===== src/rtl/ecc_pkg.sv =====
// Shared SECDED definitions: H-matrix column generator, error classes and
// the width rule that every instance must satisfy.
package ecc_pkg;

    typedef enum logic [1:0] {ERR_NONE, ERR_DATA_CE, ERR_CHK_CE, ERR_UE} err_class_t;

    // Column i: i-th integer >= 3 that is not a power of two, MSB set when
    // needed so every data column has odd weight.
    function automatic logic [31:0] ecc_col(input int i, input int r);
        logic [31:0] low;
        int          cnt;
        low = '0;
        cnt = 0;
        for (int n = 3; n < (1 << (r - 1)); n++) begin
            if ((n & (n - 1)) != 0) begin
                if (cnt == i) low = 32'(n);
                cnt++;
            end
        end
        if (($countones(low) % 2) == 0) low[r-1] = 1'b1;
        return low;
    endfunction

    function automatic bit ecc_width_ok(input int d, input int r);
        return ((1 << (r - 1)) - r) >= d;
    endfunction

endpackage


===== src/rtl/ecc_parity_gen.sv =====
// Combinational SECDED check-bit generator: p[k] = XOR of data bits whose
// H column has bit k set.
module ecc_parity_gen
    import ecc_pkg::*;
#(
    parameter int DATA_WIDTH   = 26,
    parameter int PARITY_WIDTH = 6
) (
    input  logic [DATA_WIDTH-1:0]   i_data,
    output logic [PARITY_WIDTH-1:0] o_parity
);

    logic [DATA_WIDTH-1:0][PARITY_WIDTH-1:0] w_col;

    for (genvar i = 0; i < DATA_WIDTH; i++) begin : g_col
        localparam logic [31:0] COL = ecc_col(i, PARITY_WIDTH);
        assign w_col[i] = COL[PARITY_WIDTH-1:0];
    end

    always_comb begin
        o_parity = '0;
        for (int i = 0; i < DATA_WIDTH; i++)
            if (i_data[i]) o_parity = o_parity ^ w_col[i];
    end

endmodule


===== src/rtl/ecc_secded_pipe.sv =====
// Pipelined SECDED encoder (1 stage, with error injection) and decoder
// (syndrome stage + correct stage), plus error counters and first-UE capture.
module ecc_secded_pipe
    import ecc_pkg::*;
#(
    parameter int DATA_WIDTH   = 26,
    parameter int PARITY_WIDTH = 6,
    parameter int TAG_W        = 8,
    parameter int CNT_W        = 16
) (
    input  logic                               clk,
    input  logic                               rst_n,
    input  logic                               i_enc_valid,
    output logic                               o_enc_ready,
    input  logic [DATA_WIDTH-1:0]              i_enc_data,
    output logic                               o_enc_out_valid,
    input  logic                               i_enc_out_ready,
    output logic [DATA_WIDTH-1:0]              o_enc_out_data,
    output logic [PARITY_WIDTH-1:0]            o_enc_out_parity,
    input  logic                               i_inject_arm,
    input  logic [DATA_WIDTH+PARITY_WIDTH-1:0] i_inject_mask,
    input  logic                               i_dec_valid,
    output logic                               o_dec_ready,
    input  logic [DATA_WIDTH-1:0]              i_dec_data,
    input  logic [PARITY_WIDTH-1:0]            i_dec_parity,
    input  logic [TAG_W-1:0]                   i_dec_tag,
    output logic                               o_dec_out_valid,
    input  logic                               i_dec_out_ready,
    output logic [DATA_WIDTH-1:0]              o_dec_out_data,
    output logic [TAG_W-1:0]                   o_dec_out_tag,
    output logic                               o_dec_out_sbit,
    output logic                               o_dec_out_dbit,
    input  logic                               i_bypass,
    input  logic                               i_cnt_clr,
    output logic [CNT_W-1:0]                   o_sbit_cnt,
    output logic [CNT_W-1:0]                   o_dbit_cnt,
    output logic                               o_first_dbit_vld,
    output logic [TAG_W-1:0]                   o_first_dbit_tag
);

    localparam int DW = DATA_WIDTH;
    localparam int PW = PARITY_WIDTH;

    if (!ecc_width_ok(DATA_WIDTH, PARITY_WIDTH)) begin : g_width_chk
        $fatal(1, "ecc_secded_pipe: PARITY_WIDTH too small for DATA_WIDTH");
    end

    logic [DW-1:0][PW-1:0] w_col;
    for (genvar i = 0; i < DW; i++) begin : g_col
        localparam logic [31:0] COL = ecc_col(i, PW);
        assign w_col[i] = COL[PW-1:0];
    end

    // ---------------- encode ----------------
    logic              r_enc_vld, r_armed;
    logic [DW-1:0]     r_enc_data;
    logic [PW-1:0]     r_enc_par, w_enc_par;
    logic [DW+PW-1:0]  r_mask, w_inj;
    logic              w_enc_acc;

    ecc_parity_gen #(.DATA_WIDTH(DW), .PARITY_WIDTH(PW)) u_enc_par (
        .i_data   (i_enc_data),
        .o_parity (w_enc_par)
    );

    assign o_enc_ready = !r_enc_vld || i_enc_out_ready;
    assign w_enc_acc   = i_enc_valid && o_enc_ready;
    assign w_inj       = r_armed ? r_mask : '0;

    // A new arm wins over the disarm of a coincident accept: it targets the next word.
    always_ff @(posedge clk or negedge rst_n) begin
        if (!rst_n) begin
            r_enc_vld  <= 1'b0;
            r_enc_data <= '0;
            r_enc_par  <= '0;
            r_armed    <= 1'b0;
            r_mask     <= '0;
        end else begin
            if (w_enc_acc) begin
                r_enc_vld  <= 1'b1;
                r_enc_data <= i_enc_data ^ w_inj[DW+PW-1:PW];
                r_enc_par  <= w_enc_par ^ w_inj[PW-1:0];
            end else if (i_enc_out_ready) begin
                r_enc_vld  <= 1'b0;
            end
            if (i_inject_arm) begin
                r_armed <= 1'b1;
                r_mask  <= i_inject_mask;
            end else if (w_enc_acc) begin
                r_armed <= 1'b0;
            end
        end
    end

    assign o_enc_out_valid  = r_enc_vld;
    assign o_enc_out_data   = r_enc_data;
    assign o_enc_out_parity = r_enc_par;

    // ---------------- decode ----------------
    logic [2:1]       r_vld_pipe;
    logic [DW-1:0]    r_s1_data, r_s2_data, w_flip, w_s2_data;
    logic [TAG_W-1:0] r_s1_tag, r_s2_tag;
    logic [PW-1:0]    r_s1_syn, w_dec_par;
    logic             r_s2_sbit, r_s2_dbit, w_s2_sbit, w_s2_dbit;
    logic             w_s2_rdy, w_s1_acc, w_s2_acc;
    err_class_t       w_class;

    ecc_parity_gen #(.DATA_WIDTH(DW), .PARITY_WIDTH(PW)) u_dec_par (
        .i_data   (i_dec_data),
        .o_parity (w_dec_par)
    );

    assign w_s2_rdy    = !r_vld_pipe[2] || i_dec_out_ready;
    assign o_dec_ready = !r_vld_pipe[1] || w_s2_rdy;
    assign w_s1_acc    = i_dec_valid && o_dec_ready;
    assign w_s2_acc    = r_vld_pipe[1] && w_s2_rdy;

    always_comb begin
        w_class = ERR_NONE;
        w_flip  = '0;
        if (r_s1_syn != '0) begin
            w_class = $onehot(r_s1_syn) ? ERR_CHK_CE : ERR_UE;
            for (int i = 0; i < DW; i++) begin
                if (r_s1_syn == w_col[i]) begin
                    w_class   = ERR_DATA_CE;
                    w_flip[i] = 1'b1;
                end
            end
        end
    end

    assign w_s2_data = i_bypass ? r_s1_data : (r_s1_data ^ w_flip);
    assign w_s2_sbit = !i_bypass && (w_class == ERR_DATA_CE || w_class == ERR_CHK_CE);
    assign w_s2_dbit = !i_bypass && (w_class == ERR_UE);

    always_ff @(posedge clk or negedge rst_n) begin
        if (!rst_n) begin
            r_vld_pipe <= '0;
            r_s1_data  <= '0;
            r_s1_tag   <= '0;
            r_s1_syn   <= '0;
            r_s2_data  <= '0;
            r_s2_tag   <= '0;
            r_s2_sbit  <= 1'b0;
            r_s2_dbit  <= 1'b0;
        end else begin
            if (w_s1_acc) begin
                r_vld_pipe[1] <= 1'b1;
                r_s1_data     <= i_dec_data;
                r_s1_tag      <= i_dec_tag;
                r_s1_syn      <= i_dec_parity ^ w_dec_par;
            end else if (w_s2_rdy) begin
                r_vld_pipe[1] <= 1'b0;
            end
            if (w_s2_acc) begin
                r_vld_pipe[2] <= 1'b1;
                r_s2_data     <= w_s2_data;
                r_s2_tag      <= r_s1_tag;
                r_s2_sbit     <= w_s2_sbit;
                r_s2_dbit     <= w_s2_dbit;
            end else if (i_dec_out_ready) begin
                r_vld_pipe[2] <= 1'b0;
            end
        end
    end

    assign o_dec_out_valid = r_vld_pipe[2];
    assign o_dec_out_data  = r_s2_data;
    assign o_dec_out_tag   = r_s2_tag;
    assign o_dec_out_sbit  = r_s2_sbit;
    assign o_dec_out_dbit  = r_s2_dbit;

    // ---------------- counters / capture ----------------
    logic [CNT_W-1:0] r_sbit_cnt, r_dbit_cnt;
    logic             r_first_vld;
    logic [TAG_W-1:0] r_first_tag;
    logic             w_sev, w_dev;

    assign w_sev = r_vld_pipe[2] && i_dec_out_ready && r_s2_sbit;
    assign w_dev = r_vld_pipe[2] && i_dec_out_ready && r_s2_dbit;

    // Events are counted at output transfer so stalled words count exactly once.
    always_ff @(posedge clk or negedge rst_n) begin
        if (!rst_n) begin
            r_sbit_cnt  <= '0;
            r_dbit_cnt  <= '0;
            r_first_vld <= 1'b0;
            r_first_tag <= '0;
        end else if (i_cnt_clr) begin
            r_sbit_cnt  <= {{(CNT_W-1){1'b0}}, w_sev};
            r_dbit_cnt  <= {{(CNT_W-1){1'b0}}, w_dev};
            r_first_vld <= w_dev;
            r_first_tag <= w_dev ? r_s2_tag : '0;
        end else begin
            if (w_sev && (r_sbit_cnt != '1)) r_sbit_cnt <= r_sbit_cnt + 1'b1;
            if (w_dev && (r_dbit_cnt != '1)) r_dbit_cnt <= r_dbit_cnt + 1'b1;
            if (w_dev && !r_first_vld) begin
                r_first_vld <= 1'b1;
                r_first_tag <= r_s2_tag;
            end
        end
    end

    assign o_sbit_cnt       = r_sbit_cnt;
    assign o_dbit_cnt       = r_dbit_cnt;
    assign o_first_dbit_vld = r_first_vld;
    assign o_first_dbit_tag = r_first_tag;

endmodule


===== config.mk =====
export PLATFORM = sky130hd
export DESIGN_NAME = ecc_secded_pipe
export DESIGN_NICKNAME = d
export VERILOG_FILES = /design/src/rtl/ecc_pkg.sv /design/src/rtl/ecc_parity_gen.sv /design/src/rtl/ecc_secded_pipe.sv
export SDC_FILE = /design/constraint.sdc
export NUM_CORES = 1
export LEC_CHECK = 0
export CORE_MARGIN = 4
export CORE_UTILIZATION = 50
export CTS_CLUSTER_DIAMETER = 120
export CTS_CLUSTER_SIZE = 16
export DETAILED_ROUTE_END_ITERATION = 6
export HOLD_SLACK_MARGIN = 0.15
export PLACE_DENSITY_LB_ADDON = 0.08
export SLEW_MARGIN = 20
export SYNTH_ARGS = -nofsm -noshare
export SYNTH_HDL_FRONTEND = slang
export SYNTH_SLANG_ARGS = --single-unit

===== constraint.sdc =====
create_clock -name clk -period 7.5 [get_ports clk]
set_input_delay 1.125 -clock clk [delete_from_list [all_inputs] [get_ports clk]]
set_output_delay 1.125 -clock clk [all_outputs]
set_load 0.02 [all_outputs]

; Yosys cells after proc, flatten, opt, wreduce, memory -nomap -nowiden
; Cells that the tools add are included.
[word_totals]
output_inout_bits = 113
word_cells = 265
regBits = 185
inputBits = 107
[classes]
muxes = 126
reduce_logical = 28
eq_ne = 32
addsub = 7
bitwise_logic = 54
[ops]
columns = operator, n
row1 = 6-bit 2-to-1 mux, 30
row2 = 3-bit NOT, 38
row3 = "6-bit == test, second input constant", 15
row4 = 5-bit 2-to-1 mux, 14
row5 = 16-bit 2-to-1 mux, 4
row6 = 5-bit NOT, 12
row7 = 2-bit 2-to-1 mux, 27
row8 = 26-bit 2-to-1 mux, 2
row9 = 26-bit bitwise XOR, 2
row10 = "6-bit by 5-bit == test with 1-bit output, second input constant", 7
row11 = 1-bit 2-to-1 mux, 37
row12 = "16-bit by 1-bit adder with 16-bit output, second input constant", 2
row13 = 32-bit 2-to-1 mux, 1
row14 = "16-bit != test, second input constant", 2
row15 = 4-bit 2-to-1 mux, 6
row16 = 8-bit 2-to-1 mux, 3
row17 = "6-bit by 4-bit == test with 1-bit output, second input constant", 3
row18 = 2-bit nonzero test, 7
row19 = 6-bit bitwise XOR, 2
row20 = 1-bit logical AND, 11
row21 = 1-bit by 1-bit adder with 2-bit output, 3
row22 = "6-bit by 3-bit == test with 1-bit output, second input constant", 1
row23 = 3-bit 2-to-1 mux, 2
row24 = 6-bit nonzero test, 1
row25 = 7 further kinds, 15

; Logic depth before layout (Yosys ltp)
[depth]
ltp_word = 52
depth_mapped = 13
mapped_depth_nobuf = 12

; Modules after synthesis
; Synthesis repeated with hierarchy kept, for this count alone.
[hier_totals]
cells_unflattened = 914
area_unflattened_um2 = 9904.5
[modules_own_cells]
columns = module, cells_each, area_per_inst_um2, seq_area_each_um2, instances
row1 = ecc_secded_pipe, 826, 8723.4, 4629.4, 1
row2 = ecc_parity_gen, 44, 590.6, 0.0, 2

; Worst setup path after synthesis
; OpenSTA, ideal clock, no wires.
[synth_path]
kind = reg2reg
start = reg r_s1_syn[3]
end = reg r_s2_sbit, in the netlist o_dec_out_sbit
path_stages_with_launch = 14
n_path_buf = 1
setup_time_ns = 0.133
arrival_time_ns = 2.888
setup_slack_ns = 4.479
synth_period_minus_slack_ns = 3.021
cell_sequence = dfrtp_1 -> buf_2 -> inv_1 -> fa_1 -> fa_1 -> inv_1 -> ha_1 -> fa_1 -> nor2_1 -> nand2_1 -> o21ba_2 -> ha_1 -> nand3b_1 -> o21ai_0
[synth_between]
elab_chain_cells = 35
[synth_lines]
columns = item, line_no
row1 = "start, declared", ecc_secded_pipe.sv:103  ; logic [PW-1:0] r_s1_syn, w_dec_par;
row2 = "start signal, assigned", ecc_secded_pipe.sv:151  ; r_s1_syn <= i_dec_parity ^ w_dec_par;
row3 = 1-bit by 1-bit adder with 2-bit output (implied by the code), ecc_secded_pipe.sv:122  ; w_class = $onehot(r_s1_syn) ? ERR_CHK_CE : ERR_UE;
row4 = 2-bit by 2-bit adder with 3-bit output (implied by the code), ecc_secded_pipe.sv:122
row5 = 3-bit by 2-bit adder with 3-bit output (implied by the code), ecc_secded_pipe.sv:122
row6 = 3-bit by 1-bit == test with 1-bit output, ecc_secded_pipe.sv:122
row7 = 1-bit 2-to-1 mux, ecc_secded_pipe.sv:122
row8 = 2-bit 2-to-1 mux (26 in series), ecc_secded_pipe.sv:124  ; if (r_s1_syn == w_col[i]) begin
row9 = 2-bit 2-to-1 mux (*), ecc_secded_pipe.sv:121  ; if (r_s1_syn != '0) begin
row10 = 2-bit by 1-bit == test with 1-bit output or 2-bit == test (tied branches), ecc_secded_pipe.sv:133  ; assign w_s2_sbit = !i_bypass && (w_class == ERR_DATA_CE || w_class == ERR_CHK_CE);
row11 = 1-bit logical OR (*), ecc_secded_pipe.sv:133
row12 = 1-bit logical AND (*), ecc_secded_pipe.sv:133
row13 = "end signal, assigned", ecc_secded_pipe.sv:159  ; r_s2_sbit <= w_s2_sbit;
row14 = "end, declared", ecc_secded_pipe.sv:104  ; logic r_s2_sbit, r_s2_dbit, w_s2_sbit, w_s2_dbit;
; Mark *: on every way between the ends. The rest lies on a longest branch, timed or not.
; A chain may end at the register's enable or synchronous reset.

; Final worst setup path
[layout_path]
start = in i_dec_out_ready
end = out o_dec_ready
[layout_between]
elab_chain_cells = 2
[layout_lines]
columns = item, line_no
row1 = "start, declared", ecc_secded_pipe.sv:28  ; input logic i_dec_out_ready,
row2 = 1-bit logical OR, ecc_secded_pipe.sv:113  ; assign w_s2_rdy = !r_vld_pipe[2] || i_dec_out_ready;
row3 = 1-bit logical OR, ecc_secded_pipe.sv:114  ; assign o_dec_ready = !r_vld_pipe[1] || w_s2_rdy;
row4 = "end, declared", ecc_secded_pipe.sv:23  ; output logic o_dec_ready,
; Every way passes these cells.

==> reports/results.tsv <==
metric	value	unit
crit_family	buffers and inverters	
cts_setup_buffers	0	
core	18800	sq um
tightest_slew	1040	ps
diodes	0	
yosysUniqueCellTypes	53	
nFillCells	1493	
synthCells	895	
slowest_delay	620	ps
worstPathCellList	clkdlybuf4s50_1 > nand3b_1 > clkdlybuf4s50_1	
drive_gt1_frac	0.113	
vias	7203	
layoutNonFillerInstCount	1367	
post-route-drc-count	0	
grt_usage	0.221	
synth_seq_area_share	0.479	
start_util	0.513	
dieHeight	147	microns
clkTransAtPathRegs	70	ps
die_x	147	microns
fin_crit_sh	0.483	
worstReg2RegEnd	o_dec_out_sbit$_DFFE_PN0P_	
grt_max_degree	111	
cts_tree	built	
synth_nets	1013	
postCtsHoldBufs	0	
portBuffers	219	
relSlewSlack	0.306	
first_iter_violations	397	
end_kind	output pin	
r2r-start	r_s1_syn[3]$_DFFE_PN0P_	
slew_violations	0	
reg2reg_slack	4000	ps
finalHoldViolations	0	
max_cap_viol_count	0	
grt_pass1_wl	38300	microns
final_common_cell	clkdlybuf4s50_1	
wl	23700	microns
holdPathEnd	r_vld_pipe[2]$_DFFE_PN0P_	
synth_edf_count	0	
synth_area	9660	sq um
vdd.ir_drop.worst	0.000183	V
area_growth	31.4	%
slowest_stage	clkdlybuf4s50_1	
grt_overflow	0	
postSynthAreaPerCell	10.8	sq um
min-delay-start	r_vld_pipe[1]$_DFFE_PN0P_	
final_nets	1212	
clk_path_buf_depth	2	
most-common-layout-cells	218 x clkdlybuf4s50_1, 185 x dfrtp_1, 92 x xnor2_1, 91 x nor2_1, 76 x xor2_1	
hold_depth	1	
drtPass1Iterations	5	
reg2reg_depth	12	
post_drt_wl_per_cell	17.3	microns
status	finished, final reports clean	
cts_buffers	17	
antenna_found_initial	0	
cts.sink_count	185	
power_density	275	nW/um^2
clock-root-buffer	clkbuf_16	
synth_flop_cell	dfrtp_1	
p_leak	5.16	nW
rsz0062_at_grt	no	
cts_resized	0	
ant_nets	0	
ioPinCount	220	
fin_skew	7.22	ps
startpoint_type	input pin	
ys_ff_latch	185	
crit_top_cell	clkdlybuf4s50_1	
avgViaCountPerCell	5.27	
path_max_fanout	6	
dp.cells	1335	
yosys_warnings	0	
async_reset_ff_frac	1.00	
multi_input_area	4780	sq um
tns	0	ps
dp.final_hpwl	17000	microns
insertion_delay	430	ps
finalSetupViolations	0	
required	6380	ps
grt_pass1_vias	7195	
finalCriticalPeriod	3620	ps
hp-class	register to register	
cp.arrival	2490	ps
critPathKind	input pin to output pin	
dieArea	21600	sq um
fmax	276	MHz
place_congestion	0.869	
h-tree-depth	4	
register_area	4630	sq um
crit_buf_inv	2	
row_count	50	
[Yosys cell counts, types with 2 or more instances]
cell type | instances | area (sq um)
o31ai_1 | 3 | 22.5
nor2b_1 | 2 | 12.5
mux2i_1 | 5 | 50.1
nand4_1 | 17 | 106
o21ai_0 | 12 | 60.1
a21o_1 | 2 | 15.0
ha_1 | 8 | 100
dfrtp_1 | 185 | 4630
and3_1 | 8 | 50.1
and4_1 | 3 | 26.3
nor3b_1 | 2 | 15.0
mux2_2 | 74 | 833
buf_1 | 8 | 30.0
a22o_1 | 8 | 70.1
xnor2_1 | 92 | 806
fa_1 | 3 | 60.1
inv_1 | 19 | 71.3
nor4_1 | 4 | 25.0
clkbuf_1 | 24 | 90.1
xnor3_1 | 13 | 293
a21oi_1 | 67 | 335
o211ai_1 | 8 | 60.1
nor2_1 | 91 | 342
nor3_2 | 2 | 20.0
xor2_1 | 76 | 666
nand3_1 | 33 | 165
nand3b_1 | 3 | 22.5
nand2b_1 | 10 | 62.6
or3_1 | 3 | 18.8
or4_4 | 2 | 22.5
a311oi_1 | 2 | 17.5
a211oi_1 | 3 | 22.5
nand2_1 | 57 | 214
buf_2 | 11 | 55.1
or4_1 | 2 | 15.0
nor3_1 | 11 | 55.1
and2_1 | 6 | 37.5
[routing by layer]
layer,wire [microns],GRT usage,part of all wire,vias up
li1,-,-,-,3445
met1,10600,0.300,0.45,3514
met2,11500,0.369,0.49,218
met3,1210,0.0404,0.051,26
met4,366,0.0592,0.015,0
met5,0,0,0,-
[layout make-up]
class                           count  area share
Multi-Input combinational cell    647       0.377
Sequential cell                   185       0.365
Timing Repair Buffer              224       0.178
Clock buffer                       17      0.0335
Tap cell                          260      0.0256
Clock inverter                     15      0.0159
Inverter                           19     0.00562
[power by group]
part           internal, mW  switching [mW]  total [mW]
logic                 0.599           0.622        1.22
registers              1.16           0.163        1.33
clock network         0.513           0.437       0.950
total                  2.27            1.22        3.50
[registers in the layout (all words and copies together), names as in the netlist]
register	count
o_sbit_cnt	16
r_s1_syn	6
r_armed	1
o_first_dbit_vld	1
r_mask	32
r_s1_tag	8
o_enc_out_parity	6
o_enc_out_valid	1
o_dec_out_sbit	1
o_enc_out_data	26
o_dec_out_tag	8
o_first_dbit_tag	8
r_s1_data	26
o_dbit_cnt	16
r_vld_pipe	2
o_dec_out_data	26
o_dec_out_dbit	1
[through the flow]
stage | worst slack (ps) | utilization | hold WS [ps] | total power [mW] | instance area, sq um
3_5_place_dp | 3900 | 0.641 | 491 | 2.57 | 12100
2_1_floorplan | 4480 | - | 449 | 2.09 | 9660
5_1_grt | 3810 | 0.674 | 517 | 3.70 | 12700
6_report | 3880 | 0.674 | 503 | 3.50 | 12700
4_1_cts | 3890 | 0.674 | 508 | 3.53 | 12700
3_3_place_gp | 3910 | 0.639 | 459 | 2.54 | 12000
[cells by family after synthesis]
| logic type | count (synthesis) | synth area share |
|---|---|---|
| buffers and inverters | 63 | 0.0260 |
| XOR/XNOR | 183 | 0.187 |
| multiplexers | 79 | 0.0915 |
| AO/OA/AOI/OAI | 115 | 0.0712 |
| adder cells (fa/ha/maj) | 11 | 0.0166 |
| AND/OR/NAND/NOR | 259 | 0.128 |
| flip-flops | 185 | 0.479 |
[worst max-delay path by stage]
stage                       startpoint                         end  slack (ps)  cells past startpoint
6_report               i_dec_out_ready                 o_dec_ready        3880                      3
5_1_grt        r_s1_syn[3]$_DFFE_PN0P_  o_dec_out_sbit$_DFFE_PN0P_        3810                     12
4_1_cts                i_dec_out_ready                 o_dec_ready        3890                      3
3_5_place_dp           i_dec_out_ready                 o_dec_ready        3900                      3
3_3_place_gp           i_dec_out_ready                 o_dec_ready        3910                      3
2_1_floorplan  r_s1_syn[3]$_DFFE_PN0P_  o_dec_out_sbit$_DFFE_PN0P_        4480                     13
(Power assumes the default switching activity.)
